===== src/rtl/alu_pkg.sv =====
// Shared opcodes and FSM state encoding for the sequential ALU.
package alu_pkg;

    localparam logic [3:0] OP_ADD = 4'b0000;
    localparam logic [3:0] OP_SUB = 4'b0001;
    localparam logic [3:0] OP_MUL = 4'b0010;
    localparam logic [3:0] OP_DIV = 4'b0011;
    localparam logic [3:0] OP_AND = 4'b0100;
    localparam logic [3:0] OP_OR  = 4'b0101;
    localparam logic [3:0] OP_XOR = 4'b0110;
    localparam logic [3:0] OP_SHL = 4'b0111;
    localparam logic [3:0] OP_SHR = 4'b1000;

    typedef enum logic [1:0] {
        S_IDLE = 2'b00,
        S_MUL  = 2'b01,
        S_DIV  = 2'b10,
        S_DONE = 2'b11
    } state_t;

endpackage


===== src/rtl/alu_seq_muldiv.sv =====
// Iterative datapath: shift-add multiply (LSB first) and restoring divide, one bit per clock.
module alu_seq_muldiv #(
    parameter int WIDTH = 16,
    parameter int CNT_W = $clog2(WIDTH) + 1
) (
    input  logic               clk,
    input  logic               rst,
    input  logic               i_start,
    input  logic               i_div,
    input  logic               i_run,
    input  logic [WIDTH-1:0]   i_a,
    input  logic [WIDTH-1:0]   i_b,
    output logic [2*WIDTH-1:0] o_result,
    output logic               o_last
);

    logic [WIDTH-1:0] r_acc;
    logic [WIDTH-1:0] r_sh;
    logic [WIDTH-1:0] r_b;
    logic [CNT_W-1:0] r_cnt;
    logic             r_div;

    logic [WIDTH:0]   w_sum;
    logic [WIDTH:0]   w_trial;
    logic [WIDTH:0]   w_diff;
    logic [WIDTH-1:0] w_acc_nxt;
    logic [WIDTH-1:0] w_sh_nxt;

    // r_acc is the product high half (mul) or the partial remainder (div);
    // r_sh shifts out multiplier bits or dividend bits and shifts in quotient bits.
    always_comb begin
        w_sum   = {1'b0, r_acc} + (r_sh[0] ? {1'b0, r_b} : '0);
        w_trial = {r_acc, r_sh[WIDTH-1]};
        w_diff  = w_trial - {1'b0, r_b};
        if (r_div) begin
            w_acc_nxt = w_diff[WIDTH] ? w_trial[WIDTH-1:0] : w_diff[WIDTH-1:0];
            w_sh_nxt  = {r_sh[WIDTH-2:0], ~w_diff[WIDTH]};
        end else begin
            w_acc_nxt = w_sum[WIDTH:1];
            w_sh_nxt  = {w_sum[0], r_sh[WIDTH-1:1]};
        end
    end

    assign o_result = {w_acc_nxt, w_sh_nxt};
    assign o_last   = i_run && (r_cnt == '0);

    always_ff @(posedge clk or posedge rst) begin
        if (rst) begin
            r_acc <= '0;
            r_sh  <= '0;
            r_b   <= '0;
            r_cnt <= '0;
            r_div <= 1'b0;
        end else if (i_start) begin
            r_acc <= '0;
            r_sh  <= i_div ? i_a : i_b;
            r_b   <= i_div ? i_b : i_a;
            r_cnt <= CNT_W'(WIDTH - 1);
            r_div <= i_div;
        end else if (i_run) begin
            r_acc <= w_acc_nxt;
            r_sh  <= w_sh_nxt;
            if (r_cnt != '0)
                r_cnt <= r_cnt - 1'b1;
        end
    end

endmodule


===== src/rtl/alu_seq_param.sv =====
// Sequential ALU top: FSM, single-cycle ops and flag registers.
// Build option: define SHIFT_OPS_EN to enable SHL/SHR opcodes.
//
// state  | meaning
// S_IDLE | waiting for bgn; accepts and latches an op
// S_MUL  | WIDTH iterations of shift-add multiply
// S_DIV  | WIDTH iterations of restoring divide
// S_DONE | one-cycle result-valid pulse
module alu_seq_param
    import alu_pkg::*;
#(
    parameter int WIDTH = 16,
    localparam int CNT_W = $clog2(WIDTH) + 1
) (
    input  logic                     clk,
    input  logic                     rst,
    input  logic                     bgn,
    input  logic [3:0]               control,
    input  logic [$clog2(WIDTH)-1:0] pos,
    input  logic [WIDTH-1:0]         nr1,
    input  logic [WIDTH-1:0]         nr2,
    output logic                     busy,
    output logic                     done,
    output logic [2*WIDTH-1:0]       outbus,
    output logic                     carry_next,
    output logic                     borrow_next,
    output logic                     neg,
    output logic                     dz,
    output logic                     ill
);

    state_t r_state;
    state_t w_state_nxt;

    logic [2*WIDTH-1:0] r_outbus;
    logic               r_carry;
    logic               r_borrow;
    logic               r_neg;
    logic               r_dz;
    logic               r_ill;

    logic               w_accept;
    logic               w_md_start;
    logic               w_md_run;
    logic               w_md_last;
    logic [2*WIDTH-1:0] w_md_result;

    logic [2*WIDTH-1:0] w_sc_res;
    logic               w_sc_carry;
    logic               w_sc_borrow;
    logic               w_sc_neg;
    logic               w_sc_dz;
    logic               w_sc_ill;
    logic [WIDTH:0]     w_add;
    logic [WIDTH:0]     w_sub;

    assign w_accept   = (r_state == S_IDLE) && bgn;
    assign w_md_start = w_accept && ((control == OP_MUL) ||
                                     ((control == OP_DIV) && (nr2 != '0)));
    assign w_md_run   = (r_state == S_MUL) || (r_state == S_DIV);

    alu_seq_muldiv #(
        .WIDTH (WIDTH),
        .CNT_W (CNT_W)
    ) u_muldiv (
        .clk      (clk),
        .rst      (rst),
        .i_start  (w_md_start),
        .i_div    (control == OP_DIV),
        .i_run    (w_md_run),
        .i_a      (nr1),
        .i_b      (nr2),
        .o_result (w_md_result),
        .o_last   (w_md_last)
    );

    always_ff @(posedge clk or posedge rst) begin
        if (rst)
            r_state <= S_IDLE;
        else
            r_state <= w_state_nxt;
    end

    always_comb begin
        w_state_nxt = r_state;
        case (r_state)
            S_IDLE: begin
                if (bgn) begin
                    if (control == OP_MUL)
                        w_state_nxt = S_MUL;
                    else if ((control == OP_DIV) && (nr2 != '0))
                        w_state_nxt = S_DIV;
                    else
                        w_state_nxt = S_DONE;
                end
            end
            S_MUL, S_DIV: begin
                if (w_md_last)
                    w_state_nxt = S_DONE;
            end
            default: w_state_nxt = S_IDLE;
        endcase
    end

    always_comb begin
        busy = (r_state == S_MUL) || (r_state == S_DIV);
        done = (r_state == S_DONE);
    end

    // Result and flags captured at accept; mul/div overwrite outbus on the last iteration.
    always_comb begin
        w_add       = {1'b0, nr1} + {1'b0, nr2};
        w_sub       = {1'b0, nr1} - {1'b0, nr2};
        w_sc_res    = '0;
        w_sc_carry  = 1'b0;
        w_sc_borrow = 1'b0;
        w_sc_neg    = 1'b0;
        w_sc_dz     = 1'b0;
        w_sc_ill    = 1'b0;
        case (control)
            OP_ADD: begin
                w_sc_res   = {{WIDTH{1'b0}}, w_add[WIDTH-1:0]};
                w_sc_carry = w_add[WIDTH];
                w_sc_neg   = w_add[WIDTH-1];
            end
            OP_SUB: begin
                w_sc_res    = {{WIDTH{1'b0}}, w_sub[WIDTH-1:0]};
                w_sc_borrow = w_sub[WIDTH];
                w_sc_neg    = w_sub[WIDTH-1];
            end
            OP_MUL: w_sc_res = '0;
            OP_DIV: begin
                if (nr2 == '0) begin
                    w_sc_res = {nr1, {WIDTH{1'b1}}};
                    w_sc_dz  = 1'b1;
                end
            end
            OP_AND: w_sc_res = {{WIDTH{1'b0}}, nr1 & nr2};
            OP_OR:  w_sc_res = {{WIDTH{1'b0}}, nr1 | nr2};
            OP_XOR: w_sc_res = {{WIDTH{1'b0}}, nr1 ^ nr2};
`ifdef SHIFT_OPS_EN
            OP_SHL: w_sc_res = {{WIDTH{1'b0}}, nr1 << pos};
            OP_SHR: w_sc_res = {{WIDTH{1'b0}}, nr1 >> pos};
`endif
            default: w_sc_ill = 1'b1;
        endcase
    end

`ifndef SHIFT_OPS_EN
    logic w_unused_pos;
    assign w_unused_pos = ^pos;
`endif

    always_ff @(posedge clk or posedge rst) begin
        if (rst) begin
            r_outbus <= '0;
            r_carry  <= 1'b0;
            r_borrow <= 1'b0;
            r_neg    <= 1'b0;
            r_dz     <= 1'b0;
            r_ill    <= 1'b0;
        end else if (w_accept) begin
            r_outbus <= w_sc_res;
            r_carry  <= w_sc_carry;
            r_borrow <= w_sc_borrow;
            r_neg    <= w_sc_neg;
            r_dz     <= w_sc_dz;
            r_ill    <= w_sc_ill;
        end else if (w_md_last) begin
            r_outbus <= w_md_result;
        end
    end

    assign outbus      = r_outbus;
    assign carry_next  = r_carry;
    assign borrow_next = r_borrow;
    assign neg         = r_neg;
    assign dz          = r_dz;
    assign ill         = r_ill;

endmodule


===== config.mk =====
export PLATFORM = sky130hd
export DESIGN_NAME = alu_seq_param
export DESIGN_NICKNAME = d
export VERILOG_FILES = /design/src/rtl/alu_pkg.sv /design/src/rtl/alu_seq_muldiv.sv /design/src/rtl/alu_seq_param.sv
export SDC_FILE = /design/constraint.sdc
export NUM_CORES = 1
export LEC_CHECK = 0
export CAP_MARGIN = 40
export CORE_UTILIZATION = 38
export CTS_BUF_LIST = sky130_fd_sc_hd__clkbuf_8
export CTS_CLUSTER_SIZE = 20
export DETAILED_ROUTE_END_ITERATION = 16
export PLACE_DENSITY = 0.67
export REMOVE_ABC_BUFFERS = 1
export SYNTH_ARGS = -nofsm -noshare
export SYNTH_HDL_FRONTEND = slang
export SYNTH_SLANG_ARGS = --single-unit

===== constraint.sdc =====
create_clock -name clk -period 4.4 [get_ports clk]
set_input_delay 0.88 -clock clk [delete_from_list [all_inputs] [get_ports clk]]
set_output_delay 0.88 -clock clk [all_outputs]
set_load 0.005 [all_outputs]

==> run summary <==
total grt overflow -> 0
register area share after synthesis -> 25.84%
Post-synth EDFFs -> 0
Setup Total Neg Slack -> 0 ns
Fmax -> 259.5 MHz
Critical Path Fanout Max -> 6
Final Hold Fails -> 0
outcome -> complete, no violations
critical-path cell list -> clkdlybuf4s50_1 -> inv_1 -> ha_1 -> nor2_1 -> o311ai_0 -> a21oi_1 -> o2111ai_1 -> o31ai_1 -> a2111o_1 -> o211a_1 -> o21ai_1
vias in the first global route -> 8398
clock buffer depth -> 2
leakage power -> 4.420 nW
fraction of registers with async set or reset after synthesis -> 100.0%
clk sinks -> 93
post-layout instance area -> 10410 µm²
CTS H-tree lvls -> 3
worst slack, placed -> 0.2204 ns
Placeable Area -> 22920 µm²
Die W -> 156.0 µm
P_int -> 3.631 mW
Slowest cell on crit path -> clkdlybuf4s50_1
Worst Setup SP -> nr1[1]
slowest stage delay, CP -> 0.60 ns
gr usage total -> 23.87%
CP Class -> primary input to flop
Final ANT Viol Nets -> 0
Finished Layout Cells -> 1499
layout cells sized above 1 -> 6.661%
Worst path top cell family by delay -> compound AO/OA/AOI/OAI gates
clk root buf -> clkbuf_8
Rel. slew slack -> 45.62%
Placed Area -> 10200 µm²
maximum VDD drop -> 0.2293 mV
Synth Area per Inst -> 7.977 µm²
gpl congestion -> 0.9225
Site Rows -> 55
initial detailed-routing violation count -> 892
max_cap viols -> 0
DRC -> 0
setup ws final -> 0.5469 ns
fillcell total -> 2315
hold_buf cts -> 0
Worst-Margin Slew -> 0.8158 ns
Worst Skew -> 0.01801 ns
RSZ-0062 raised after global routing -> false
DR vias -> 8743
final core occ -> 45.43%
most common cell after layout, fill and taps aside -> a21oi_1
Setup crit start kind -> primary input
Final Cycle Share -> 87.57%
DP Cell Count -> 1484
CTS tree -> yes
post-CTS setup buffers -> 0
number of distinct library cells after synthesis -> 78
crit path time final -> 3.853 ns
I/O Pins -> 82
post-DR wirelength/cell -> 18.94 µm
ANT cells -> 0
Power per Cell Area -> 672.1 nW/µm²
largest net degree at the start of global routing -> 74
Layout area overhead -> 15.59%
Psw -> 3.365 mW
PortBufs -> 77
most frequent cells in the layout -> a21oi_1, o21ai_0, nand2_1
Synth Instances -> 1129
Worst Hold Margin -> 0.4985 ns
endpoints failing setup -> 0
min-delay src -> ill
Final Power -> 6.996 mW
Final nets -> 1315
Critical Path RT -> 4.72 ns
CTS Buf Count -> 9
synthesis-stage register bit count -> 93
Combinational Power Share -> 67.1%
Cell Area, Synth -> 9006 µm²
HP Class -> flop to flop
drt total wl -> 28390 µm
Worst Path Buf+Inv -> 2
initial antenna violation count -> 0
Critical Path Sink Type -> flop
clk_lat worst skew -> 0.39 ns
WP data arrival -> 4.17 ns
Clock Pin Slew Worst Setup and Hold Paths -> 0.11 ns
drt pass-1 iters -> 5
post-cts resize count -> 0
via/cell ratio -> 5.833
count of pins over their slew limit -> 0
Yosys Warn Count -> 0
Sw Ratio -> 48.10%
Clk pwr share -> 9.4%
DP HPWL -> 21300 µm
Starting Density -> 39.30%
origin of the critical flop-to-flop path -> u_muldiv.r_sh[15]
Worst R2R Setup Slack -> 0.63 ns
predominant post-synthesis flop cell -> dfrtp_1
Die Height -> 156.0 µm
die area -> 24320 µm²
Flop pwr share -> 23.5%
first-pass GRT wire length -> 45360 µm
-- area by class of cell --
| class | instances | area (µm²) | share of cell area (%) |
|---|---|---|---|
| timing repair buffer | 106 | 1033 | 9.928 |
| tap | 313 | 391.6 | 3.762 |
| clock buffer | 9 | 123.9 | 1.190 |
| clock inverter | 6 | 88.84 | 0.8534 |
| inverter | 86 | 325.3 | 3.125 |
| multi-input combinational | 886 | 6118 | 58.77 |
| sequential | 93 | 2328 | 22.37 |
-- power by group through the flow --
stage | registers, mW | clock network, mW | logic (mW)
floorplan | 1.55 | 0 | 3.22
global placement | 1.65 | 0 | 4.55
detailed placement | 1.65 | 0 | 4.64
CTS | 1.64 | 0.657 | 4.67
global route | 1.70 | 0.696 | 5.20
finish | 1.64 | 0.655 | 4.70
-- routing by layer --
metal | vias to the layer above | GRT usage (%) | part of all wire, %
li1 | 4220 | - | -
met1 | 4185 | 32.35 | 46
met2 | 293 | 38.78 | 46
met3 | 45 | 2.306 | 5.0
met4 | 0 | 9.897 | 2.8
met5 | - | 0 | 0
-- registers in the layout (all words and copies together), names as in the netlist --
name and cells:
outbus 32, u_muldiv.r_acc 16, u_muldiv.r_b 16, u_muldiv.r_sh 16
u_muldiv.r_cnt 5, r_state 2, borrow_next 1, carry_next 1
dz 1, ill 1, neg 1, u_muldiv.r_div 1
-- path summary, 6_finish.rpt --
kind	end	cells past startpoint
min	ill	2
max in group asynchronous	u_muldiv.r_sh[15]	4
max reg2reg	u_muldiv.r_acc[12]	12
min in group asynchronous	outbus[26]	2
min reg2reg	ill	2
max	neg	11
-- synthesized netlist by cell type (20+ instances only) --
| library cell | count | area [µm²] |
|---|---|---|
| a21oi_1 | 106 | 530.5 |
| o21ai_0 | 105 | 525.5 |
| nand2_1 | 94 | 352.8 |
| dfrtp_1 | 93 | 2327 |
| ha_1 | 86 | 1076 |
| inv_1 | 84 | 315.3 |
| nor2_1 | 73 | 274.0 |
| clkbuf_1 | 54 | 202.7 |
| mux2i_1 | 50 | 500.5 |
| nor3_1 | 30 | 150.1 |
| o211ai_1 | 26 | 195.2 |
| and2_1 | 22 | 137.6 |
| a211oi_1 | 20 | 150.1 |
-- worst register-to-register path: cells and delay by family (launching register included) --
kind	cells	cell delay [ns]
flops	1	0.43
compound gates	3	0.67
mux	2	0.61
buf+inv	2	0.26
fa+ha+maj	2	0.66
simple gates	3	1.02
-- cells by family (layout without fill, tap and decap cells) --
| kind of cell | Yosys count | count (layout) | synth area share [%] |
|---|---|---|---|
| compound gates | 405 | 405 | 29.05 |
| xor+xnor | 28 | 28 | 2.723 |
| fa+ha+maj | 90 | 90 | 12.84 |
| buf+inv | 150 | 207 | 6.488 |
| flops | 93 | 93 | 25.84 |
| mux | 60 | 60 | 6.849 |
| simple gates | 303 | 303 | 16.21 |
Power figures use the tool's default switching activity.
